`config.mk`:
```
export PLATFORM = sky130hd
export DESIGN_NAME = alu_ex_stage
export DESIGN_NICKNAME = d
export VERILOG_FILES = /design/src/rtl/alu_ex_stage_pkg.sv /design/src/rtl/alu_ex_stage_alu.sv /design/src/rtl/alu_ex_stage.sv
export SDC_FILE = /design/constraint.sdc
export NUM_CORES = 1
export LEC_CHECK = 0
export CELL_PAD_IN_SITES_DETAIL_PLACEMENT = 0
export CELL_PAD_IN_SITES_GLOBAL_PLACEMENT = 1
export CORE_AREA = 2 2 170 172
export CTS_BUF_LIST = sky130_fd_sc_hd__clkbuf_8
export CTS_CLUSTER_DIAMETER = 80
export DETAILED_ROUTE_END_ITERATION = 7
export DIE_AREA = 0 0 172 174
export PLACE_DENSITY = 0.92
export SYNTH_ARGS = -nofsm -noshare
export SYNTH_HDL_FRONTEND = slang
export SYNTH_SLANG_ARGS = --single-unit
```
`constraint.sdc`:
```
create_clock -name clk -period 3.6 [get_ports clk]
set_input_delay 0.36 -clock clk [delete_from_list [all_inputs] [get_ports clk]]
set_output_delay 0.36 -clock clk [all_outputs]
set_load 0.03 [all_outputs]
```
`src/rtl/alu_ex_stage_pkg.sv`:
```
// Shared definitions for the ALU execute stage: widths, ALU opcodes and the
// registered result payload carried toward writeback.
package alu_ex_stage_pkg;

   localparam int unsigned XLEN      = 32;
   localparam int unsigned RD_W      = 5;
   localparam int unsigned OVF_CNT_W = 16;
   localparam int unsigned CTRL_W    = 4;
   localparam int unsigned SHAMT_W   = 5;

   typedef enum logic [CTRL_W-1:0] {
      ALU_ADD = 4'd0,
      ALU_SUB = 4'd1,
      ALU_AND = 4'd4,
      ALU_OR  = 4'd5,
      ALU_SLL = 4'd6,
      ALU_SRL = 4'd7,
      ALU_SLT = 4'd8
   } alu_ctrl_e;

   typedef struct packed {
      logic [XLEN-1:0] result;
      logic            overflow;
      logic            illegal;
      logic [RD_W-1:0] rd;
   } ex_entry_t;

   // True for the ctrl codes the ALU implements.
   function automatic logic ctrl_legal(input logic [CTRL_W-1:0] ctrl);
      case (ctrl)
         ALU_ADD, ALU_SUB, ALU_AND, ALU_OR,
         ALU_SLL, ALU_SRL, ALU_SLT: return 1'b1;
         default:                  return 1'b0;
      endcase
   endfunction

endpackage

```
`src/rtl/alu_ex_stage_alu.sv`:
```
// Existing combinational ALU: two's-complement add/sub with signed overflow,
// bitwise logic, logical shifts and signed set-less-than.
module alu_ex_stage_alu
   import alu_ex_stage_pkg::*;
(
   input  logic [CTRL_W-1:0] ctrl,
   input  logic [XLEN-1:0]   op1,
   input  logic [XLEN-1:0]   op2,
   output logic [XLEN-1:0]   result,
   output logic              overflow
);

   logic [XLEN-1:0]    sum;
   logic [XLEN-1:0]    diff;
   logic [SHAMT_W-1:0] shamt;
   logic               op1_neg;
   logic               op2_neg;

   assign sum     = op1 + op2;
   assign diff    = op1 - op2;
   assign shamt   = op2[SHAMT_W-1:0];
   assign op1_neg = op1[XLEN-1];
   assign op2_neg = op2[XLEN-1];

   // Unknown codes fall through to zero; the stage flags them separately.
   always_comb begin
      result   = '0;
      overflow = 1'b0;
      case (ctrl)
         ALU_ADD: begin
            result   = sum;
            overflow = (op1_neg == op2_neg) && (sum[XLEN-1] != op1_neg);
         end
         ALU_SUB: begin
            result   = diff;
            overflow = (op1_neg != op2_neg) && (diff[XLEN-1] != op1_neg);
         end
         ALU_AND: result = op1 & op2;
         ALU_OR:  result = op1 | op2;
         ALU_SLL: result = op1 << shamt;
         ALU_SRL: result = op1 >> shamt;
         ALU_SLT: result = XLEN'($signed(op1) < $signed(op2));
         default: ;
      endcase
   end

endmodule

```
`src/rtl/alu_ex_stage.sv`:
```
// Execute stage in front of the ALU: valid/ready intake, main + skid output
// buffer toward writeback, illegal-ctrl flagging and a saturating overflow count.
module alu_ex_stage
   import alu_ex_stage_pkg::*;
(
   input  logic                 clk,
   input  logic                 rst,
   input  logic                 in_valid,
   output logic                 in_ready,
   input  logic [CTRL_W-1:0]    in_ctrl,
   input  logic [XLEN-1:0]      in_op1,
   input  logic [XLEN-1:0]      in_op2,
   input  logic [RD_W-1:0]      in_rd,
   output logic                 out_valid,
   input  logic                 out_ready,
   output logic [XLEN-1:0]      out_result,
   output logic                 out_overflow,
   output logic                 out_illegal,
   output logic [RD_W-1:0]      out_rd,
   output logic [OVF_CNT_W-1:0] ovf_count
);

   logic [XLEN-1:0]      alu_result;
   logic                 alu_overflow;
   logic                 legal;
   ex_entry_t            new_entry;
   ex_entry_t            main_q;
   ex_entry_t            skid_q;
   logic                 main_valid;
   logic                 skid_valid;
   logic                 accept;
   logic                 transfer;
   logic [OVF_CNT_W-1:0] ovf_count_q;

   alu_ex_stage_alu u_alu (
      .ctrl     (in_ctrl),
      .op1      (in_op1),
      .op2      (in_op2),
      .result   (alu_result),
      .overflow (alu_overflow)
   );

   assign legal = ctrl_legal(in_ctrl);

   // Illegal ops still flow through the buffer, carrying a zero result.
   always_comb begin
      new_entry          = '0;
      new_entry.result   = legal ? alu_result : '0;
      new_entry.overflow = legal & alu_overflow;
      new_entry.illegal  = ~legal;
      new_entry.rd       = in_rd;
   end

   // Ready depends only on skid occupancy, so out_ready never reaches in_ready.
   assign in_ready = ~skid_valid;
   assign accept   = in_valid & in_ready;
   assign transfer = main_valid & out_ready;

   // Main always holds the oldest op; skid only fills while main is stalled.
   always_ff @(posedge clk or posedge rst) begin
      if (rst) begin
         main_q     <= '0;
         skid_q     <= '0;
         main_valid <= 1'b0;
         skid_valid <= 1'b0;
      end else if (!main_valid) begin
         if (accept) begin
            main_q     <= new_entry;
            main_valid <= 1'b1;
         end
      end else if (transfer) begin
         if (skid_valid) begin
            main_q     <= skid_q;
            skid_valid <= 1'b0;
         end else if (accept) begin
            main_q     <= new_entry;
         end else begin
            main_valid <= 1'b0;
         end
      end else if (accept) begin
         skid_q     <= new_entry;
         skid_valid <= 1'b1;
      end
   end

   // Counts overflowing ops at intake and sticks at all-ones.
   always_ff @(posedge clk or posedge rst) begin
      if (rst) begin
         ovf_count_q <= '0;
      end else if (accept && new_entry.overflow && (ovf_count_q != '1)) begin
         ovf_count_q <= ovf_count_q + OVF_CNT_W'(1);
      end
   end

   assign out_valid    = main_valid;
   assign out_result   = main_q.result;
   assign out_overflow = main_q.overflow;
   assign out_illegal  = main_q.illegal;
   assign out_rd       = main_q.rd;
   assign ovf_count    = ovf_count_q;

endmodule

```
; ---- Word-level counts from Yosys, hierarchy flattened
; Cells that the tools add are included.
[classes]
addsub = 3
mul = 0
div = 0
magnitude_cmp = 1
eq_ne = 12
shift = 2
muxes = 14
bitwise_logic = 8
n_reduce_logical = 9
[ops]
columns = op, n
row1 = one-hot mux 32 bit (7 select lines), 1
row2 = 2-to-1 mux 39 bit, 4
row3 = adder 32 bit, 1
row4 = AND 32 bit, 1
row5 = less-than comparator 32 bit, 1
row6 = 2-to-1 mux 32 bit, 1
row7 = bitwise OR 32 bit, 1
row8 = left shift 32 x 5 -> 32 bit, 1
row9 = >> shifter 32 x 5 -> 32 bit, 1
row10 = subtractor 32 bit, 1
row11 = "adder 16 x 1 -> 16 bit, second input constant", 1
row12 = "== test 4 x 3 -> 1 bit, second input constant", 4
row13 = "!= test 16 bit, second input constant", 1
row14 = 2-to-1 mux 1 bit, 7
row15 = OR reduction 7 bit, 1
row16 = "== test 4 x 1 -> 1 bit, second input constant", 1
row17 = "== test 4 bit, second input constant", 1
row18 = logical AND 1 bit, 4
row19 = zero test 4 bit, 1
row20 = AND 1 bit, 3
row21 = != test 1 bit, 3
row22 = NOT 1 bit, 3
row23 = AND reduction 3 bit, 1
row24 = "!= test 2 x 1 -> 1 bit, second input constant", 1
row25 = 4 further kinds, 4
[word_totals]
ff_bits = 96
latch_bits = 0
ram_bits = 0
rom_bits = 0
out_inout_bits = 57
wordCells = 60
n_memories = 0

; ---- Longest topological paths before layout
[depth]
word_depth = 9
ltp_mapped = 17
ltp_nobuf = 13

; ---- By module
; From an unflattened synthesis, not the netlist that was laid out.
[hier_totals]
cells_unflattened = 1597
area_unflattened_um2 = 12145.4
[by_module_without_submodules]
columns = mod, instances, cells_each, area_each_um2, seq_area_each_um2
row1 = alu_ex_stage_alu, 1, 1172, 7761.2, 0.0
row2 = alu_ex_stage, 1, 425, 4384.2, 2402.3

; ---- Least setup slack after synthesis
; No wires, ideal clock.
[synth_path]
kind = input to register
start = input port in_op2[2]
end = register ovf_count_q[14], in the netlist ovf_count[14]
arrival_time_ps = 4193
slack_ps = -727
path_stages = 16
path_buffers = 4
cell_sequence = clkbuf_1 > inv_1 > clkbuf_1 > buf_1 > clkbuf_1 > ha_1 > inv_1 > o31a_1 > o31ai_1 > o31a_1 > a31o_2 > mux2i_1 > o211ai_1 > o32a_4 > or3_1 > xnor2_1
[synth_via]
elab_chain_len = 7
[synth_lines]
columns = element, line
row1 = "start, declared", alu_ex_stage.sv:12  ; input logic [XLEN-1:0] in_op2,
row2 = subtractor 32 bit / adder 32 bit (equally long branches), "alu_ex_stage_alu.sv:20, alu_ex_stage_alu.sv:19"
row3 = != test 1 bit (on tied branches), "alu_ex_stage_alu.sv:36, alu_ex_stage_alu.sv:32"
row4 = logical AND 1 bit (on tied branches), "alu_ex_stage_alu.sv:36, alu_ex_stage_alu.sv:32"
row5 = one-hot mux 1 bit (2 select lines) (*), alu_ex_stage_alu.sv:29  ; case (ctrl)
row6 = AND 1 bit (*), alu_ex_stage.sv:49  ; new_entry.overflow = legal & alu_overflow;
row7 = logical AND 1 bit (*) (2 in a row), alu_ex_stage.sv:90  ; end else if (accept && new_entry.overflow && (ovf_count_q != '1)) begin
row8 = "end signal, assigned", alu_ex_stage.sv:91  ; ovf_count_q <= ovf_count_q + OVF_CNT_W'(1);
row9 = "end, declared", alu_ex_stage.sv:33  ; logic [OVF_CNT_W-1:0] ovf_count_q;
; Every way passes the cells marked *; elsewhere a longest branch is shown, timed or not.
; A chain may end at the register's enable or synchronous reset.

; ---- Final worst setup path
[layout_path]
start = input port in_op1[3]
end = register ovf_count_q[10], in the netlist ovf_count[10]
[layout_via]
elab_chain_len = 7
[layout_lines]
columns = element, line
row1 = "start, declared", alu_ex_stage.sv:11  ; input logic [XLEN-1:0] in_op1,
row2 = subtractor 32 bit / adder 32 bit (equally long branches), "alu_ex_stage_alu.sv:20, alu_ex_stage_alu.sv:19"
row3 = != test 1 bit (on tied branches), "alu_ex_stage_alu.sv:36, alu_ex_stage_alu.sv:32"
row4 = logical AND 1 bit (on tied branches), "alu_ex_stage_alu.sv:36, alu_ex_stage_alu.sv:32"
row5 = one-hot mux 1 bit (2 select lines) (*), alu_ex_stage_alu.sv:29
row6 = AND 1 bit (*), alu_ex_stage.sv:49
row7 = logical AND 1 bit (*) (2 in a row), alu_ex_stage.sv:90
; Marked as above.

==> results.toml <==
[die]
die_w_um = 172
core_um2 = 28200
die_h_um = 174
std_cell_rows = 62
dieArea_um2 = 29900
io_pins = 134
start_util = 0.434

[timing]
setup_viol = 9
min_period_over_period = 1.01
timing.hold.ws_ns = 0.482
setup_ws_ns = -0.0394
maxSlewHeadroom = 0.125
setup_tns_ns = -0.156
clock.fmax_mhz = 275
min_period_ns = 3.64
final_hold_viol_count = 0
fin_skew_ns = 0.0111
worst_pin_slew_ns = 1.30
slew_violations = 0

[pwr]
p_leak_nw = 7.34
irDropWorstVdd_mv = 0.282
power_density_nw_per_um2 = 388

[setup_path]
critPathKind = "in2reg"
cp_max_fo = 5
cp_cell_sequence = "clkdlybuf4s50_1 > inv_1 > ha_4 > inv_1 > o31a_1 > o31ai_2 > o31a_1 > a31o_4 > mux2i_1 > o211ai_1 > o32a_4 > or3b_1 > xnor2_1"
worstSetupStartpointType = "input port"
critPathRequiredTime_ns = 3.87
cpPeakStageDelay_ns = 0.47
slowest_stage = "clkdlybuf4s50_1"
end_kind = "flip-flop"
cp.arrival_ns = 3.90

[drt]
post_drt_wl_per_cell_um = 21.8
dr.first_iter.drc_count = 2345
viasPerCell = 6.32
wirelength_um = 50400
via_count = 14600
first_pass_iters = 7
remaining_drc_errors = 0
ant_nets = 0

[clocking]
worstSkewPairLatency_ns = 0.38
htreeDepth = 3
clock_tree.root_cell = "clkbuf_8"
clkSinkCount = 96
clk_pin_slew_worst_paths_ns = 0.09
clock_path_buffers = 2
cts_buffers = 9
cts_tree = "built"

[grt]
first_global_vias = 13900
grt_usage = 0.330
grt_pass1_wl_um = 76900
gr-total-overflow = 0
antenna_found_initial = 1
grt_max_degree = 71

[layout]
area_delta_synth_final_pct = 30.5
finalNetCount = 2119
diodes = 0
drive_gt1_frac = 0.195
fin_cells = 2317
fin_util = 0.566
fillers = 2633

[placed_design]
place.gp.congestion = 1.27
dp.cells = 2300
port_buffers = 133
dp_hpwl_um = 39100

[min_path]
hold_path_class = "reg2reg"

[status]
failed_checks = "negative setup slack"
status = "complete, but fails checks"

[synthesis]
yosys.area.top_type = "dfrtp_1"
synth_simple_gate_area_frac = 0.198
synth_area_leaders = "dfrtp_1, ha_1, nand2_1"
synth_top_family_by_area = "compound AO/OA/AOI/OAI gates"
synth-edff-count = 0
syn_area_per_cell_um2 = 7.45
synth-seq-cells = 96
synth_nets = 1834
synthMuxAreaShare = 0.110
synthMostInstantiatedCell = "nand2_1"
ys.flop_type = "dfrtp_1"
synthArstFlopShare = 1.00
syn_inst = 1644
synth-compound-area-share = 0.289
yosys-top-cells-count = "nand2_1, nor2_1, a21oi_1"
synthDistinctLibCells = 75
ys_seq_area_frac = 0.196
synth_adder_area_share = 0.117
synth_top_area_share = 0.196
synth-xor-area-share = 0.0179
syn-cell-area_um2 = 12300
yosysWarnings = 0

[job]
maxCapViolations = 0
## sequential cells by signal (all words and copies together), names as in the netlist
signal	count
skid_valid	1
out_overflow	1
skid_q	39
out_valid	1
out_illegal	1
out_result	32
ovf_count	16
out_rd	5
## path summary, 6_finish.rpt
kind	startpoint	end	cells after the start	slack [ns]
max	in_op1[3]	ovf_count[10]	13	-0.04
min	skid_q[11]	skid_q[11]	2	0.48
max reg2reg	ovf_count[4]	ovf_count[1]	8	0.61
min reg2reg	skid_q[11]	skid_q[11]	2	0.48
max in group asynchronous	rst	out_result[30]	3	2.35
min in group asynchronous	rst	ovf_count[15]	2	0.51
## layer usage
layer	wire length (um)	up-vias	share of wire	global-route usage
li1	-	6569	-	-
met1	19100	6780	0.38	0.412
met2	22200	996	0.44	0.513
met3	4910	284	0.097	0.0644
met4	4080	4	0.081	0.218
met5	110	-	0.0022	0.0234
## placed cells by master, fill, tap and decap left out, types with 14 or more instances in the layout
cell and instances:
nor2_1 159, mux4_2 31, a31oi_1 14, o211ai_1 26
a21oi_1 146, nand2b_1 16, a211oi_1 19, inv_1 100
o22ai_1 45, ha_1 102, nand3_1 33, a21o_1 15
nand2_1 226, a221oi_1 27, nor3_1 30, dfrtp_1 96
o21ai_0 112, nand4_1 14, mux2i_1 54, clkdlybuf4s50_1 125
buf_4 256
## repair_timing
| action | CTS | global route |
|---|---|---|
| cloned | 0 | 1 |
| pin swaps | 0 | 10 |
| buffers inserted | 0 | 1 |
| hold buffers | 0 | 0 |
| gates resized for setup | 2 | 35 |
| setup endpoints to repair | 3 | 31 |
## cell families after synthesis
| logic type | after synthesis |
|---|---|
| xor+xnor | 25 |
| mux | 95 |
| buf+inv | 224 |
| fa+ha+maj | 113 |
| flops | 96 |
| compound gates | 546 |
| simple gates | 545 |
## metrics by stage
step	instance area [um^2]	worst slack [ns]	power, mW
finish	16000	-0.0394	6.21
global placement	15600	-0.458	5.38
detailed placement	15600	-0.509	5.46
global route	16000	-0.0549	6.59
floorplan	12300	0.000698	3.91
CTS	15800	0.0300	6.12
## final cells by class
class / instances / area, um^2 / share of cell area
inverter: 103 / 389 / 0.0243
timing repair buffer: 394 / 3340 / 0.209
multi-input combinational: 1325 / 9210 / 0.576
sequential: 96 / 2400 / 0.150
clock inverter: 5 / 32.5 / 0.00203
clock buffer: 10 / 138 / 0.00861
tap: 384 / 480 / 0.0301
## worst max-delay path, delay by kind of cell
family	cells	cell delay, ns
AOI/OAI and AO/OA	6	1.92
xor gates and xnor gates	1	0.13
adders and majority gates	1	0.28
buffers and inverters	3	0.59
muxes	1	0.21
and+or+nand+nor	1	0.40
## report_power, final
part	internal (mW)	total, mW	switching [mW]
logic	1.54	3.77	2.23
clock network	0.265	0.647	0.382
registers	1.52	1.79	0.273
total	3.33	6.21	2.88
No activity file was read; power rests on OpenSTA's default activity.
